[src/rtl/i2c_master_byte_pkg.sv]
// Shared encodings for the single-byte I2C master: FSM states, quarter phases,
// and bit-counter sizing.
package i2c_master_byte_pkg;

    typedef enum logic [3:0] {
        ST_IDLE     = 4'd0,
        ST_START    = 4'd1,
        ST_ADDR     = 4'd2,
        ST_ADDR_ACK = 4'd3,
        ST_WR_DATA  = 4'd4,
        ST_WR_ACK   = 4'd5,
        ST_RD_DATA  = 4'd6,
        ST_RD_NACK  = 4'd7,
        ST_STOP     = 4'd8
    } state_t;

    localparam logic [1:0] Q0 = 2'd0;
    localparam logic [1:0] Q1 = 2'd1;
    localparam logic [1:0] Q2 = 2'd2;
    localparam logic [1:0] Q3 = 2'd3;

    localparam int BIT_CNT_W = 3;
    localparam logic [BIT_CNT_W-1:0] BIT_FIRST = 3'd7;
    localparam logic [BIT_CNT_W-1:0] BIT_LAST  = 3'd0;

    // States that shift a byte out or in, one bit per SCL period.
    function automatic logic is_byte_state(state_t s);
        return (s == ST_ADDR) || (s == ST_WR_DATA) || (s == ST_RD_DATA);
    endfunction

endpackage

[src/rtl/i2c_qtick_gen.sv]
// SCL quarter-period tick: counts 0..DIVIDE_BY-1 while enabled, pulses on the
// terminal count and wraps.
module i2c_qtick_gen #(
    parameter int DIVIDE_BY = 4
) (
    input  logic clk,
    input  logic reset,
    input  logic en,
    input  logic clr,
    output logic tick
);

    localparam int CNT_W = (DIVIDE_BY > 1) ? $clog2(DIVIDE_BY) : 1;
    localparam logic [CNT_W-1:0] CNT_MAX = CNT_W'(DIVIDE_BY - 1);

    logic [CNT_W-1:0] cnt;

    assign tick = en && (cnt == CNT_MAX);

    always_ff @(posedge clk or posedge reset) begin
        if (reset) begin
            cnt <= '0;
        end else if (clr) begin
            cnt <= '0;
        end else if (en) begin
            if (cnt == CNT_MAX) begin
                cnt <= '0;
            end else begin
                cnt <= cnt + CNT_W'(1);
            end
        end
    end

endmodule

[src/rtl/i2c_master_byte.sv]
// Single-byte I2C master: START, address+R/W, ACK, one data byte, ACK/NACK, STOP.
// SCL is push-pull; SDA is open-drain via sda_oe. All outputs are registered.
//
//   state    | meaning
//   ---------+-------------------------------------------------------------
//   IDLE     | bus released, waiting for start
//   START    | SDA falls while SCL high during q2-q3
//   ADDR     | 8 bits {addr, rw}, MSB first
//   ADDR_ACK | SDA released, slave ACK sampled at q3
//   WR_DATA  | 8 bits of captured data_wr, MSB first
//   WR_ACK   | SDA released, slave ACK sampled at q3
//   RD_DATA  | SDA released, 8 bits sampled into the shift register
//   RD_NACK  | SDA released (NACK), received byte published at the end
//   STOP     | SDA rises while SCL high during q2-q3, then back to IDLE
module i2c_master_byte
    import i2c_master_byte_pkg::*;
#(
    parameter int DIVIDE_BY = 4
) (
    input  logic       clk,
    input  logic       reset,
    input  logic       start,
    input  logic [6:0] addr,
    input  logic       rw,
    input  logic [7:0] data_wr,
    input  logic       sda_in,
    output logic       scl,
    output logic       sda_oe,
    output logic [7:0] data_rd,
    output logic       busy,
    output logic       done,
    output logic       ack_err
);

    state_t state, state_nxt;

    logic                 tick;
    logic                 bit_end;
    logic                 accept;
    logic [1:0]           qphase;
    logic [BIT_CNT_W-1:0] bit_cnt;
    logic [7:0]           shreg;
    logic [7:0]           wr_q;
    logic                 rw_q;
    logic                 ack_pend;
    logic                 scl_c;
    logic                 sda_oe_c;

    logic       scl_q;
    logic       sda_oe_q;
    logic       busy_q;
    logic       done_q;
    logic       ack_err_q;
    logic [7:0] data_rd_q;

    i2c_qtick_gen #(
        .DIVIDE_BY (DIVIDE_BY)
    ) u_qtick (
        .clk   (clk),
        .reset (reset),
        .en    (state != ST_IDLE),
        .clr   (state == ST_IDLE),
        .tick  (tick)
    );

    assign bit_end = tick && (qphase == Q3);

    // busy_q/done_q lag the state by one cycle, so gating on them keeps a start
    // held through the done cycle from being taken until the cycle after it.
    assign accept = (state == ST_IDLE) && start && !busy_q && !done_q;

    always_ff @(posedge clk or posedge reset) begin
        if (reset) begin
            state <= ST_IDLE;
        end else begin
            state <= state_nxt;
        end
    end

    always_comb begin
        state_nxt = state;
        scl_c     = 1'b1;
        sda_oe_c  = 1'b0;
        case (state)
            ST_IDLE: begin
                if (accept) begin
                    state_nxt = ST_START;
                end
            end
            ST_START: begin
                sda_oe_c = qphase[1];
                if (bit_end) begin
                    state_nxt = ST_ADDR;
                end
            end
            ST_ADDR: begin
                scl_c    = qphase[1];
                sda_oe_c = ~shreg[7];
                if (bit_end && (bit_cnt == BIT_LAST)) begin
                    state_nxt = ST_ADDR_ACK;
                end
            end
            ST_ADDR_ACK: begin
                scl_c = qphase[1];
                if (bit_end) begin
                    if (sda_in) begin
                        state_nxt = ST_STOP;
                    end else if (rw_q) begin
                        state_nxt = ST_RD_DATA;
                    end else begin
                        state_nxt = ST_WR_DATA;
                    end
                end
            end
            ST_WR_DATA: begin
                scl_c    = qphase[1];
                sda_oe_c = ~shreg[7];
                if (bit_end && (bit_cnt == BIT_LAST)) begin
                    state_nxt = ST_WR_ACK;
                end
            end
            ST_WR_ACK: begin
                scl_c = qphase[1];
                if (bit_end) begin
                    state_nxt = ST_STOP;
                end
            end
            ST_RD_DATA: begin
                scl_c = qphase[1];
                if (bit_end && (bit_cnt == BIT_LAST)) begin
                    state_nxt = ST_RD_NACK;
                end
            end
            ST_RD_NACK: begin
                scl_c = qphase[1];
                if (bit_end) begin
                    state_nxt = ST_STOP;
                end
            end
            ST_STOP: begin
                scl_c    = (qphase != Q0);
                sda_oe_c = ~qphase[1];
                if (bit_end) begin
                    state_nxt = ST_IDLE;
                end
            end
            default: begin
                state_nxt = ST_IDLE;
            end
        endcase
    end

    always_ff @(posedge clk or posedge reset) begin
        if (reset) begin
            qphase    <= Q0;
            bit_cnt   <= '0;
            shreg     <= '0;
            wr_q      <= '0;
            rw_q      <= 1'b0;
            ack_pend  <= 1'b0;
            data_rd_q <= '0;
        end else begin
            if (state == ST_IDLE) begin
                qphase <= Q0;
            end else if (tick) begin
                qphase <= qphase + 2'd1;
            end

            if (accept) begin
                shreg    <= {addr, rw};
                wr_q     <= data_wr;
                rw_q     <= rw;
                ack_pend <= 1'b0;
            end else if (bit_end) begin
                // Shifting at the end of each bit presents the next bit on
                // shreg[7] in time for the following q0 (SCL low).
                if (is_byte_state(state)) begin
                    bit_cnt <= bit_cnt - BIT_CNT_W'(1);
                end
                case (state)
                    ST_START: begin
                        bit_cnt <= BIT_FIRST;
                    end
                    ST_ADDR, ST_WR_DATA: begin
                        shreg <= {shreg[6:0], 1'b0};
                    end
                    ST_ADDR_ACK: begin
                        if (sda_in) begin
                            ack_pend <= 1'b1;
                        end else begin
                            bit_cnt <= BIT_FIRST;
                            if (!rw_q) begin
                                shreg <= wr_q;
                            end
                        end
                    end
                    ST_WR_ACK: begin
                        if (sda_in) begin
                            ack_pend <= 1'b1;
                        end
                    end
                    ST_RD_DATA: begin
                        shreg <= {shreg[6:0], sda_in};
                    end
                    ST_RD_NACK: begin
                        data_rd_q <= shreg;
                    end
                    default: begin
                    end
                endcase
            end
        end
    end

    // Output stage: busy follows the state one cycle later, and done fires on
    // the first cycle the state is back in IDLE while busy is still high.
    always_ff @(posedge clk or posedge reset) begin
        if (reset) begin
            scl_q     <= 1'b1;
            sda_oe_q  <= 1'b0;
            busy_q    <= 1'b0;
            done_q    <= 1'b0;
            ack_err_q <= 1'b0;
        end else begin
            scl_q    <= scl_c;
            sda_oe_q <= sda_oe_c;
            busy_q   <= (state != ST_IDLE);
            done_q   <= (state == ST_IDLE) && busy_q;
            if ((state == ST_IDLE) && busy_q) begin
                ack_err_q <= ack_pend;
            end
        end
    end

    assign scl     = scl_q;
    assign sda_oe  = sda_oe_q;
    assign busy    = busy_q;
    assign done    = done_q;
    assign ack_err = ack_err_q;
    assign data_rd = data_rd_q;

endmodule

[config.mk]
export PLATFORM = sky130hd
export DESIGN_NAME = i2c_master_byte
export DESIGN_NICKNAME = d
export VERILOG_FILES = /design/src/rtl/i2c_master_byte_pkg.sv /design/src/rtl/i2c_qtick_gen.sv /design/src/rtl/i2c_master_byte.sv
export SDC_FILE = /design/constraint.sdc
export NUM_CORES = 1
export LEC_CHECK = 0
export BUFFER_PORTS_ARGS = -buffer_cell sky130_fd_sc_hd__buf_2
export CAP_MARGIN = 20
export CORE_AREA = 2 2 63 59
export CTS_BUF_LIST = sky130_fd_sc_hd__clkbuf_8
export DETAILED_ROUTE_END_ITERATION = 16
export DIE_AREA = 0 0 65 61
export MAX_ROUTING_LAYER = met4
export PLACE_DENSITY = 0.84
export SYNTH_ARGS = -nofsm -noshare
export SYNTH_HDL_FRONTEND = slang
export SYNTH_SLANG_ARGS = --single-unit
export TNS_END_PERCENT = 1
[constraint.sdc]
create_clock -name clk -period 3.2 [get_ports clk]
set_clock_uncertainty 0.2 [all_clocks]
set_input_delay 0.16 -clock clk [delete_from_list [all_inputs] [get_ports clk]]
set_output_delay 0.16 -clock clk [all_outputs]
set_load 0.05 [all_outputs]
==> results.cfg <==
[finish]
stdcell_count = 258
n_antenna_cell = 0
drive_gt1_share_pct = 32.24
fillerInstances = 232
layout.nets = 238
areaGrowthSynthToFinish_pct = 22.08
multi_input_area_um2 = 848.3
seqCellArea_um2 = 1052

[synthesis]
synth_fp_nets = 189
synth.cell_area_um2 = 1983
syn_avg_cell_area_um2 = 12.09
async_flop_share_pct = 100.0
synth.distinct_cells = 39
synthCells = 164
yosysWarnings = 0
ys.flop_type = dfrtp_1
synth-seq-cells = 42
yosysSeqAreaShare_pct = 53.06
synth_edf_count = 0

[detailed_routing]
wl_per_cell_um = 16.53
first_pass_iters = 4
drt-initial-drc-count = 80
drcViolationCount = 0
vias_per_cell = 5.756
drtAntennaViolNets = 0
dr_total_vias = 1485
drt_wl_total_mm = 4.264

[sta]
tightest_slew_ns = 0.5350
slew_violations = 0
rsz0062_at_grt = false
setup_viol = 0
post-route-period-util_pct = 77.54
slew_headroom_pct = 64.26
fmax_mhz = 403.0
hold_viol = 0
setup_tns_ns = 0
finalCriticalPeriod_ns = 2.481

[floorplanning]
boundaryPins = 33
dieArea_um2 = 3965
core_area_um2 = 3278
die_w_um = 65
floorplan.initialDensity_pct = 60.50
fp.dieH_um = 61
rows = 20

[setup_path]
critical_path_class = reg -> reg
timing.critical_path.required_ns = 3.18
cp-start-kind = register
r2r-end = data_rd[1]
rr_worst_depth = 5
crit_start = u_qtick.cnt[0]
endpoint = data_rd[1]
path_max_fanout = 8
crit_arrival_ns = 2.47
critPathCaptureType = register
r2r_slack_ns = 0.72
r2r_start = u_qtick.cnt[0]

[pwr]
ir_drop_uv = 620.0
pwr-share-seq_pct = 49.7
netSwitchingPower_mw = 0.5311
p_clk_share_pct = 21.3
p_leak_nw = 1.161
power_density_nw_per_um2 = 654.7
p_int_mw = 1.054
pwr-share-comb_pct = 29.0
p_sw_share_pct = 33.51

[clock_network]
postCtsResizedCells = 0
cts-root-buf = clkbuf_8
path_clk_slew_ns = 0.08
postCtsSetupRepairBufs = 0
cts_tree = done
numClockSinks = 42
cts.path.max_buffers = 2
clock_latency_ns = 0.29
htreeDepth = 2
cts_buffers = 5

[worst_hold_path]
hold_class = in -> reg

[place]
gp_congestion = 0.8693
hpwl_mm = 2.849
port_buffers = 32
post-place-cells = 233

[global_routing]
grt_max_degree = 43
grt_pass1_vias = 1546
grt_pass1_wl_mm = 7.258
grt_overflow = 0
antenna_found_initial = 0
grt.total_usage_pct = 25.54

[run]
maxCapViolCount = 0

[status]
outcome = complete, no violations
-- sequential cells by signal, indices dropped and copies added, names as in the netlist --
register	flops
rw_q	1
qphase	2
data_rd	8
sda_oe	1
state	4
ack_err	1
ack_pend	1
bit_cnt	3
done	1
u_qtick.cnt	2
wr_q	8
scl	1
busy	1
shreg	8
-- through the flow --
stage / util, % / worst slack, ns / instance area (um2) / hold slack, ns / power (mW)
after global placement: 65.92 / 0.9753 / 2161 / 0.1018 / 1.193
after CTS: 73.86 / 0.7357 / 2421 / 0.03828 / 1.586
after global routing: 73.86 / 0.5637 / 2421 / 0.06502 / 1.674
after detailed placement: 65.92 / 0.8211 / 2161 / 0.1143 / 1.235
final: 73.86 / 0.7187 / 2421 / 0.03971 / 1.585
after floorplan: - / 1.061 / 1983 / 0.1061 / 1.128
-- power groups by stage --
stage | registers (mW) | clock network [mW] | logic [mW]
after floorplan | 0.786 | 0 | 0.342
after global placement | 0.775 | 0 | 0.418
after detailed placement | 0.794 | 0 | 0.441
after CTS | 0.783 | 0.345 | 0.459
after global routing | 0.803 | 0.371 | 0.500
final | 0.789 | 0.337 | 0.459
-- critical path: stages (launching register included) --
cell and delay, ns:
dfrtp_1 0.36, ha_1 0.32, nand2_1 0.12, nor3b_1 0.49
and3_1 0.50, mux2_2 0.39
-- metal layers --
layer	vias to the layer above	track usage (%)	routed length, um
met3	11	5.380	182
met4	0	10.03	95
met1	745	32.48	1862
li1	679	-	-
met5	-	-	0
met2	50	40.65	2124
-- cell usage after synthesis (all sizes together) (2+ instances only) --
cell type | instances | area, um2
dfrtp | 41 | 1026
mux2 | 20 | 229.0
nor2 | 15 | 72.57
buf | 9 | 58.80
inv | 8 | 30.03
mux2i | 8 | 80.08
nand2 | 8 | 30.03
a221o | 7 | 70.07
ha | 5 | 62.56
nand3 | 5 | 25.02
nor3 | 4 | 20.02
o21ai | 4 | 20.02
nand2b | 3 | 18.77
a21oi | 2 | 10.01
a31oi | 2 | 12.51
and2 | 2 | 12.51
o211ai | 2 | 15.01
xnor2 | 2 | 17.52
xor2 | 2 | 17.52
-- placed cells by master (no fill, tap or decap), types with 2 or more instances in the layout --
cell type / instances
nor2_1: 14
nand2b_1: 3
and2_1: 2
dlygate4sd3_1: 17
nor3_1: 4
a221o_1: 7
ha_1: 5
dfrtp_1: 41
buf_4: 2
buf_2: 32
xnor2_1: 2
nand2_1: 8
o21ai_0: 4
a31oi_1: 2
o211ai_1: 2
a21oi_1: 2
mux2_2: 19
clkbuf_8: 5
nand3_1: 5
inv_1: 7
xor2_1: 2
mux2i_1: 8
-- how the worst min path moves through the flow --
stage / startpoint / endpoint / slack [ns] / cells after the start
finish: sda_in / state[2] / 0.04 / 3
global route: sda_in / state[2] / 0.07 / 3
detailed placement: reset / ack_err / 0.11 / 3
CTS: sda_in / state[2] / 0.04 / 3
floorplan: addr[0] / shreg[1] / 0.11 / 1
global placement: reset / done / 0.10 / 3
-- cell families (layout without fill, tap and decap cells) --
| family | Yosys count | in the layout | synth area share (%) |
|---|---|---|---|
| xor gates and xnor gates | 4 | 4 | 1.767 |
| and+or+nand+nor | 44 | 44 | 12.56 |
| DFF | 42 | 42 | 53.06 |
| buffers and inverters | 17 | 67 | 4.479 |
| adders and majority gates | 5 | 5 | 3.155 |
| muxes | 28 | 28 | 15.58 |
| AOI/OAI and AO/OA | 24 | 24 | 9.401 |
-- area by class of cell --
cell class / instances / area share (%)
Clock buffer: 5 / 2.842
Clock inverter: 3 / 0.8786
Inverter: 8 / 1.240
Multi-Input combinational cell: 105 / 35.04
Sequential cell: 42 / 43.46
Tap cell: 44 / 2.274
Timing Repair Buffer: 51 / 14.26
-- repair_timing --
| item | CTS | global route |
|---|---|---|
| endpoints found under the hold margin | 57 | 0 |
| hold buffers | 17 | 0 |
| endpoints found under the setup margin | 0 | 0 |
(Power assumes the default switching activity.)
